===== config.mk =====
export PLATFORM = sky130hd
export DESIGN_NAME = spi_master_mc
export DESIGN_NICKNAME = d
export VERILOG_FILES = /design/src/rtl/spi_pkg.sv /design/src/rtl/spi_clkgen.sv /design/src/rtl/spi_master_mc.sv
export SDC_FILE = /design/constraint.sdc
export NUM_CORES = 1
export LEC_CHECK = 0
export CORE_ASPECT_RATIO = 1.5
export CORE_UTILIZATION = 25
export DETAILED_ROUTE_END_ITERATION = 8
export PLACE_DENSITY = 0.5
export SYNTH_ARGS = -nofsm -noshare
export SYNTH_HDL_FRONTEND = slang
export SYNTH_HIERARCHICAL = 1
export SYNTH_SLANG_ARGS = --single-unit

===== constraint.sdc =====
create_clock -name clk -period 3.5 [get_ports clk]
set_input_delay 0.525 -clock clk [delete_from_list [all_inputs] [get_ports clk]]
set_output_delay 0.525 -clock clk [all_outputs]
set_load 0.01 [all_outputs]

===== src/rtl/spi_pkg.sv =====
// -----------------------------------------------------------------------------
// spi_pkg
// Shared definitions for the multi-chip-select SPI master:
//   - spi_state_e : transfer FSM states (IDLE, SETUP, SHIFT, HOLD)
//   - CPOL_BIT / CPHA_BIT : bit positions inside the 2-bit mode word
//   - DEF_* : default values for the top-level parameters
//   - clog2_min1() : $clog2 that never returns less than 1, for port widths
// No ports (package).
// -----------------------------------------------------------------------------
package spi_pkg;

    typedef enum logic [1:0] {
        IDLE  = 2'd0,
        SETUP = 2'd1,
        SHIFT = 2'd2,
        HOLD  = 2'd3
    } spi_state_e;

    localparam int CPOL_BIT     = 1;
    localparam int CPHA_BIT     = 0;

    localparam int DEF_DIV_COEF = 0;
    localparam int DEF_MAX_BITS = 32;
    localparam int DEF_NCS      = 4;

    // Width helper: a one-value range still needs a 1-bit signal.
    function automatic int clog2_min1(input int v);
        return (v > 1) ? $clog2(v) : 1;
    endfunction

endpackage


===== src/rtl/spi_clkgen.sv =====
// -----------------------------------------------------------------------------
// spi_clkgen
// Generates SCK for the SPI master. While enable is high, SCK toggles once
// every H = DIV_COEF+1 clk cycles; while enable is low SCK rests at cpol.
// lead_edge / trail_edge are single-cycle strobes asserted in the cycle whose
// rising clk edge produces a leading (away from CPOL) or trailing (back to
// CPOL) SCK transition.
// Ports:
//   clk, reset        : clock, synchronous active-high reset
//   enable            : run SCK (high only while shifting)
//   cpol              : SCK idle level
//   sck               : registered SCK output
//   lead_edge         : leading edge occurs at the next clk edge
//   trail_edge        : trailing edge occurs at the next clk edge
// -----------------------------------------------------------------------------
module spi_clkgen
    import spi_pkg::*;
#(
    parameter int DIV_COEF = DEF_DIV_COEF
) (
    input  logic clk,
    input  logic reset,
    input  logic enable,
    input  logic cpol,
    output logic sck,
    output logic lead_edge,
    output logic trail_edge
);

    localparam int CW = clog2_min1(DIV_COEF + 1);
    localparam logic [CW-1:0] TICK_AT = CW'(DIV_COEF);

    logic [CW-1:0] r_cnt;
    logic          r_sck;
    logic          w_tick;

    assign w_tick     = enable && (r_cnt == TICK_AT);
    assign lead_edge  = w_tick && (r_sck == cpol);
    assign trail_edge = w_tick && (r_sck != cpol);
    assign sck        = r_sck;

    // Half-period counter and SCK register; SCK is parked at cpol when disabled.
    always_ff @(posedge clk) begin
        if (reset) begin
            r_cnt <= '0;
            r_sck <= 1'b0;
        end else if (!enable) begin
            r_cnt <= '0;
            r_sck <= cpol;
        end else if (w_tick) begin
            r_cnt <= '0;
            r_sck <= ~r_sck;
        end else begin
            r_cnt <= r_cnt + 1'b1;
        end
    end

endmodule


===== src/rtl/spi_master_mc.sv =====
// -----------------------------------------------------------------------------
// spi_master_mc
// SPI master with NCS chip selects, all four SPI modes, MSB-first transfers of
// 1..MAX_BITS bits and a programmable SCK divider (half period H = DIV_COEF+1).
// A transfer takes (2*nbits+2)*H+1 clk cycles from the accepting edge to ready.
// Optional feature macro: SPI_LOOPBACK_EN adds input `loopback`; while it is
// high the receiver samples the internal MOSI and all chip selects stay high.
// Ports:
//   clk, reset         : clock, synchronous active-high reset
//   mosi_data          : transmit word, right-justified
//   miso_data          : received word, right-justified, updated when ready rises
//   nbits              : bits to transfer (0 = ignored, >MAX_BITS clamped)
//   cs_sel             : chip-select index (>=NCS maps to NCS-1)
//   mode               : {CPOL, CPHA}
//   request / ready    : start handshake / idle indicator
//   spi_sck, spi_mosi, spi_miso, spi_csn : SPI bus (csn active-low)
//   loopback           : only with SPI_LOOPBACK_EN
// -----------------------------------------------------------------------------
module spi_master_mc
    import spi_pkg::*;
#(
    parameter int DIV_COEF = DEF_DIV_COEF,
    parameter int MAX_BITS = DEF_MAX_BITS,
    parameter int NCS      = DEF_NCS
) (
    input  logic                              clk,
    input  logic                              reset,
`ifdef SPI_LOOPBACK_EN
    input  logic                              loopback,
`endif
    input  logic [MAX_BITS-1:0]               mosi_data,
    output logic [MAX_BITS-1:0]               miso_data,
    input  logic [$clog2(MAX_BITS+1)-1:0]     nbits,
    input  logic [clog2_min1(NCS)-1:0]        cs_sel,
    input  logic [1:0]                        mode,
    input  logic                              request,
    output logic                              ready,
    output logic                              spi_sck,
    output logic                              spi_mosi,
    input  logic                              spi_miso,
    output logic [NCS-1:0]                    spi_csn
);

    localparam int NBW = $clog2(MAX_BITS + 1);
    localparam int CSW = clog2_min1(NCS);
    localparam int HW  = clog2_min1(DIV_COEF + 1);

    spi_state_e        r_state;
    spi_state_e        w_state_nxt;
    logic [HW-1:0]     r_wait;
    logic              r_ready;
    logic [NCS-1:0]    r_csn;
    logic              r_mosi;
    logic [MAX_BITS-1:0] r_miso_data;
    logic [MAX_BITS-1:0] r_tx;
    logic [MAX_BITS-1:0] r_rx;
    logic [1:0]        r_mode;
    logic [NBW-1:0]    r_nbits;
    logic [NBW-1:0]    r_edge_cnt;

    logic              w_accept;
    logic              w_finish;
    logic              w_wait_done;
    logic              w_last_edge;
    logic [NBW-1:0]    w_nbits_c;
    logic [NBW-1:0]    w_shamt;
    logic [MAX_BITS-1:0] w_tx_aligned;
    logic [CSW-1:0]    w_cs_idx;
    logic              w_cpol;
    logic              w_sck;
    logic              w_lead;
    logic              w_trail;
    logic              w_miso_in;

    assign w_accept     = (r_state == IDLE) && r_ready && request && (nbits != '0);
    // Idle with ready still low: the single cycle that publishes the result.
    assign w_finish     = (r_state == IDLE) && !r_ready;
    assign w_wait_done  = (r_wait == HW'(DIV_COEF));
    assign w_last_edge  = w_trail && (r_edge_cnt == (r_nbits - NBW'(1)));
    assign w_nbits_c    = (nbits > NBW'(MAX_BITS)) ? NBW'(MAX_BITS) : nbits;
    assign w_cs_idx     = (int'(cs_sel) >= NCS) ? CSW'(NCS - 1) : cs_sel;
    // Left-justify the word so the first bit out is always the top bit.
    assign w_shamt      = NBW'(MAX_BITS) - w_nbits_c;
    assign w_tx_aligned = mosi_data << w_shamt;
    // On the accepting edge SCK must already settle to the new CPOL.
    assign w_cpol       = w_accept ? mode[CPOL_BIT] : r_mode[CPOL_BIT];

`ifdef SPI_LOOPBACK_EN
    assign w_miso_in = loopback ? r_mosi : spi_miso;
    assign spi_csn   = loopback ? {NCS{1'b1}} : r_csn;
`else
    assign w_miso_in = spi_miso;
    assign spi_csn   = r_csn;
`endif

    assign ready     = r_ready;
    assign miso_data = r_miso_data;
    assign spi_sck   = w_sck;
    assign spi_mosi  = r_mosi;

    spi_clkgen #(
        .DIV_COEF (DIV_COEF)
    ) u_clkgen (
        .clk        (clk),
        .reset      (reset),
        .enable     (r_state == SHIFT),
        .cpol       (w_cpol),
        .sck        (w_sck),
        .lead_edge  (w_lead),
        .trail_edge (w_trail)
    );

    // FSM next-state logic.
    always_comb begin
        w_state_nxt = r_state;
        case (r_state)
            IDLE:    if (w_accept)    w_state_nxt = SETUP; else w_state_nxt = IDLE;
            SETUP:   if (w_wait_done) w_state_nxt = SHIFT; else w_state_nxt = SETUP;
            SHIFT:   if (w_last_edge) w_state_nxt = HOLD;  else w_state_nxt = SHIFT;
            HOLD:    if (w_wait_done) w_state_nxt = IDLE;  else w_state_nxt = HOLD;
            default: w_state_nxt = IDLE;
        endcase
    end

    // FSM state register and SETUP/HOLD dwell counter.
    always_ff @(posedge clk) begin
        if (reset) begin
            r_state <= IDLE;
            r_wait  <= '0;
        end else begin
            r_state <= w_state_nxt;
            if ((w_state_nxt != r_state) || ((r_state != SETUP) && (r_state != HOLD))) begin
                r_wait <= '0;
            end else begin
                r_wait <= r_wait + 1'b1;
            end
        end
    end

    // Transfer datapath: latch on accept, shift on SCK edges, publish on finish.
    always_ff @(posedge clk) begin
        if (reset) begin
            r_ready     <= 1'b1;
            r_csn       <= {NCS{1'b1}};
            r_mosi      <= 1'b0;
            r_miso_data <= '0;
            r_tx        <= '0;
            r_rx        <= '0;
            r_mode      <= 2'b00;
            r_nbits     <= '0;
            r_edge_cnt  <= '0;
        end else if (w_accept) begin
            r_ready    <= 1'b0;
            r_mode     <= mode;
            r_nbits    <= w_nbits_c;
            r_csn      <= ~(NCS'(1) << w_cs_idx);
            r_rx       <= '0;
            r_edge_cnt <= '0;
            if (!mode[CPHA_BIT]) begin
                // CPHA=0: first bit must be on the wire before the first edge.
                r_mosi <= w_tx_aligned[MAX_BITS-1];
                r_tx   <= {w_tx_aligned[MAX_BITS-2:0], 1'b0};
            end else begin
                r_mosi <= 1'b0;
                r_tx   <= w_tx_aligned;
            end
        end else if (w_finish) begin
            r_ready     <= 1'b1;
            r_csn       <= {NCS{1'b1}};
            r_miso_data <= r_rx;
            r_mosi      <= 1'b0;
        end else if (r_state == SHIFT) begin
            if (w_lead) begin
                if (!r_mode[CPHA_BIT]) begin
                    r_rx <= {r_rx[MAX_BITS-2:0], w_miso_in};
                end else begin
                    r_mosi <= r_tx[MAX_BITS-1];
                    r_tx   <= {r_tx[MAX_BITS-2:0], 1'b0};
                end
            end
            if (w_trail) begin
                r_edge_cnt <= r_edge_cnt + NBW'(1);
                if (!r_mode[CPHA_BIT]) begin
                    r_mosi <= r_tx[MAX_BITS-1];
                    r_tx   <= {r_tx[MAX_BITS-2:0], 1'b0};
                end else begin
                    r_rx <= {r_rx[MAX_BITS-2:0], w_miso_in};
                end
            end
        end
    end

endmodule

==> results.cfg <==
[worst_setup_path]
worstPathArrival_ns = 3.58
required_ns = 3.87
worstSetupPathType = primary input to flop
r2r_start = r_state[0]
startpoint = nbits[2]
critPathMaxFanout = 19
startpoint_type = primary input
worstSetupEndpointType = flop

[layout]
layout_common_cells = nand2_1 (229), dfxtp_1 (121), a21oi_1 (101)
multi_input_area_um2 = 4210
regArea_um2 = 2420
final_core_util = 0.339
fill_cells = 2896
final_cells = 1333
antenna_cells = 0
syn_to_final_growth_pct = 32.4
final_common_cell = nand2_1
final_nets = 1027
drive_above_1_share = 0.166

[timing]
post-route-period-util = 0.918
hold_violations = 0
fmax_mhz = 311
slew_headroom = 0.484
worstMarginPinSlew_ns = 0.771
whs_ns = 0.450
finalSetupViolCount = 0
period_minus_slack_ns = 3.21
setup_slack_ns = 0.287
finalMaxSlewViolations = 0
skew_ns = 0.0138
rsz0062_at_grt = no

[cts]
cts_resized = 0
cts_tree = done
cts_buffers = 17
clock-root-buffer = clkbuf_16
holdBufCountCts = 0
clock_latency_ns = 0.42
post_cts_buffers = 0
clk_pin_slew_ns = 0.06
cts_max_path_buffers = 2
cts.sink_count = 121
htreeDepth = 4

[floorplan]
ios = 85
fp-row-count = 74
initial_utilization = 0.256
core_um2 = 27400
die_y_um = 207
die_w_um = 139
die-area_um2 = 28700

[detailed_routing]
drc_errors = 6
drt-initial-drc-count = 310
wl_mm = 20.3
ant_nets = 0
dr.pass1.iters = 9
viasPerCell = 4.93
vias = 6576
wire_per_inst_um = 15.2

[logic_synthesis]
synthArstFlopShare = 0
syn_avg_cell_area_um2 = 8.17
ys.flop_type = dfxtp_1
synth_edf_count = 0
yosysSeqAreaShare = 0.345
yosys.cell_types.count = 69
yosys_register_bits = 121
synth_cells = 858
yosysWarnings = 6
syn_area_um2 = 7010
synthesis.nets = 907

[placed_design]
dp.cells = 1301
portBuffers = 84
pre_cts_ws_ns = -0.173
dpl.hpwl_mm = 15.3
gp_congestion = 0.817

[job]
maxCapViolCount = 0

[pwr]
p_per_area_nw_per_um2 = 467
vdd_drop_max_mv = 0.285
leakagePower_nw = 3.35

[global_route]
antenna_found_initial = 0
grt_overflow_total = 0
grt_max_degree = 39
grt_first_pass_wirelength_mm = 33.5
grt_usage = 0.145
grt_pass1_vias = 6439

[status]
outcome = finished with violations
violations = DRC

[min_path]
min-delay-start = miso_data[13]
hp-class = flop to flop
[final timing paths]
path                         to  slack, ns  cells after the start
setup / recovery       r_tx[26]       0.29                     15
hold reg to reg   miso_data[13]       0.45                      2
hold / removal    miso_data[13]       0.45                      2
setup reg to reg       r_tx[14]       0.82                     15
[cell type report]
type                       count  area share
clock buffer                  18      0.0462
tap                          342      0.0461
timing repair buffer         167       0.169
clock inverter                14      0.0213
multi-input combinational    664       0.453
inverter                       7     0.00283
sequential                   121       0.261
[critical path, stage by stage]
cell and delay [ns]:
clkdlybuf4s50_1 0.41, or3_4 0.39, or4_1 0.49, and2_4 0.18
nand2_1 0.07, nand2_1 0.08, xor2_1 0.16, and2b_1 0.18
mux2_2 0.28, nand2_1 0.11, buf_12 0.13, buf_12 0.15
nand2_1 0.06, a31oi_1 0.17, o311a_1 0.17
[sequential cells by signal, indices dropped and copies added, names as in the netlist, 2 cells and up]
name	cells
r_mode	2
r_state	2
miso_data	32
r_edge_cnt	6
r_tx	32
r_rx	32
r_nbits	6
spi_csn	4
[Yosys cell counts (4+ instances only)]
library cell,number,area [um2]
mux4_2,25,563
o21ai_0,12,60.1
a221o_1,5,50.1
mux2_2,7,78.8
o22ai_1,8,50.1
and2_1,4,25.0
a221oi_1,4,35.0
a32oi_1,4,35.0
o211ai_1,4,30.0
buf_1,4,15.0
nand2b_1,4,25.0
a21oi_1,101,505
dfxtp_1,121,2420
mux2i_1,56,561
xnor2_1,11,96.3
clkbuf_1,36,135
inv_1,5,18.8
buf_6,11,124
xor2_1,6,52.6
nor2b_1,4,25.0
a211oi_1,5,37.5
o21a_1,6,45.0
nor3_1,23,115
buf_2,14,70.1
nand2_1,229,860
a31oi_1,9,56.3
a22oi_1,4,30.0
or3_1,6,37.5
nand3_1,21,105
o21ai_1,5,25.0
nor3b_1,4,30.0
nor2_1,39,146
and3_1,9,56.3
[logic make-up after synthesis]
group	share of synthesized area
buf+inv	0.0549
fa+ha+maj	0.00535
simple gates	0.226
mux	0.177
other cells	0.00107
compound gates	0.166
xor+xnor	0.0252
flops	0.345
[through the flow]
stage               cell area [um2]  power [mW]  TNS (ns)
floorplan                      7030        2.12         0
global placement               8660        2.52     -2.06
detailed placement             8660        2.52     -5.37
CTS                            9290        4.39         0
global route                   9290        4.55         0
finish                         9290        4.34         0
[metal layers]
| metal | routed length [um] | global-route usage |
|---|---|---|
| met5 | 0 | 0 |
| met4 | 456 | 0.0613 |
| met3 | 603 | 0.0185 |
| met2 | 10900 | 0.274 |
| met1 | 8310 | 0.162 |
[report_power, final]
part	switching [mW]	internal (mW)
clock	0.658	1.20
sequential	0.0424	1.44
combinational	0.536	0.473
(Power assumes the default switching activity.)
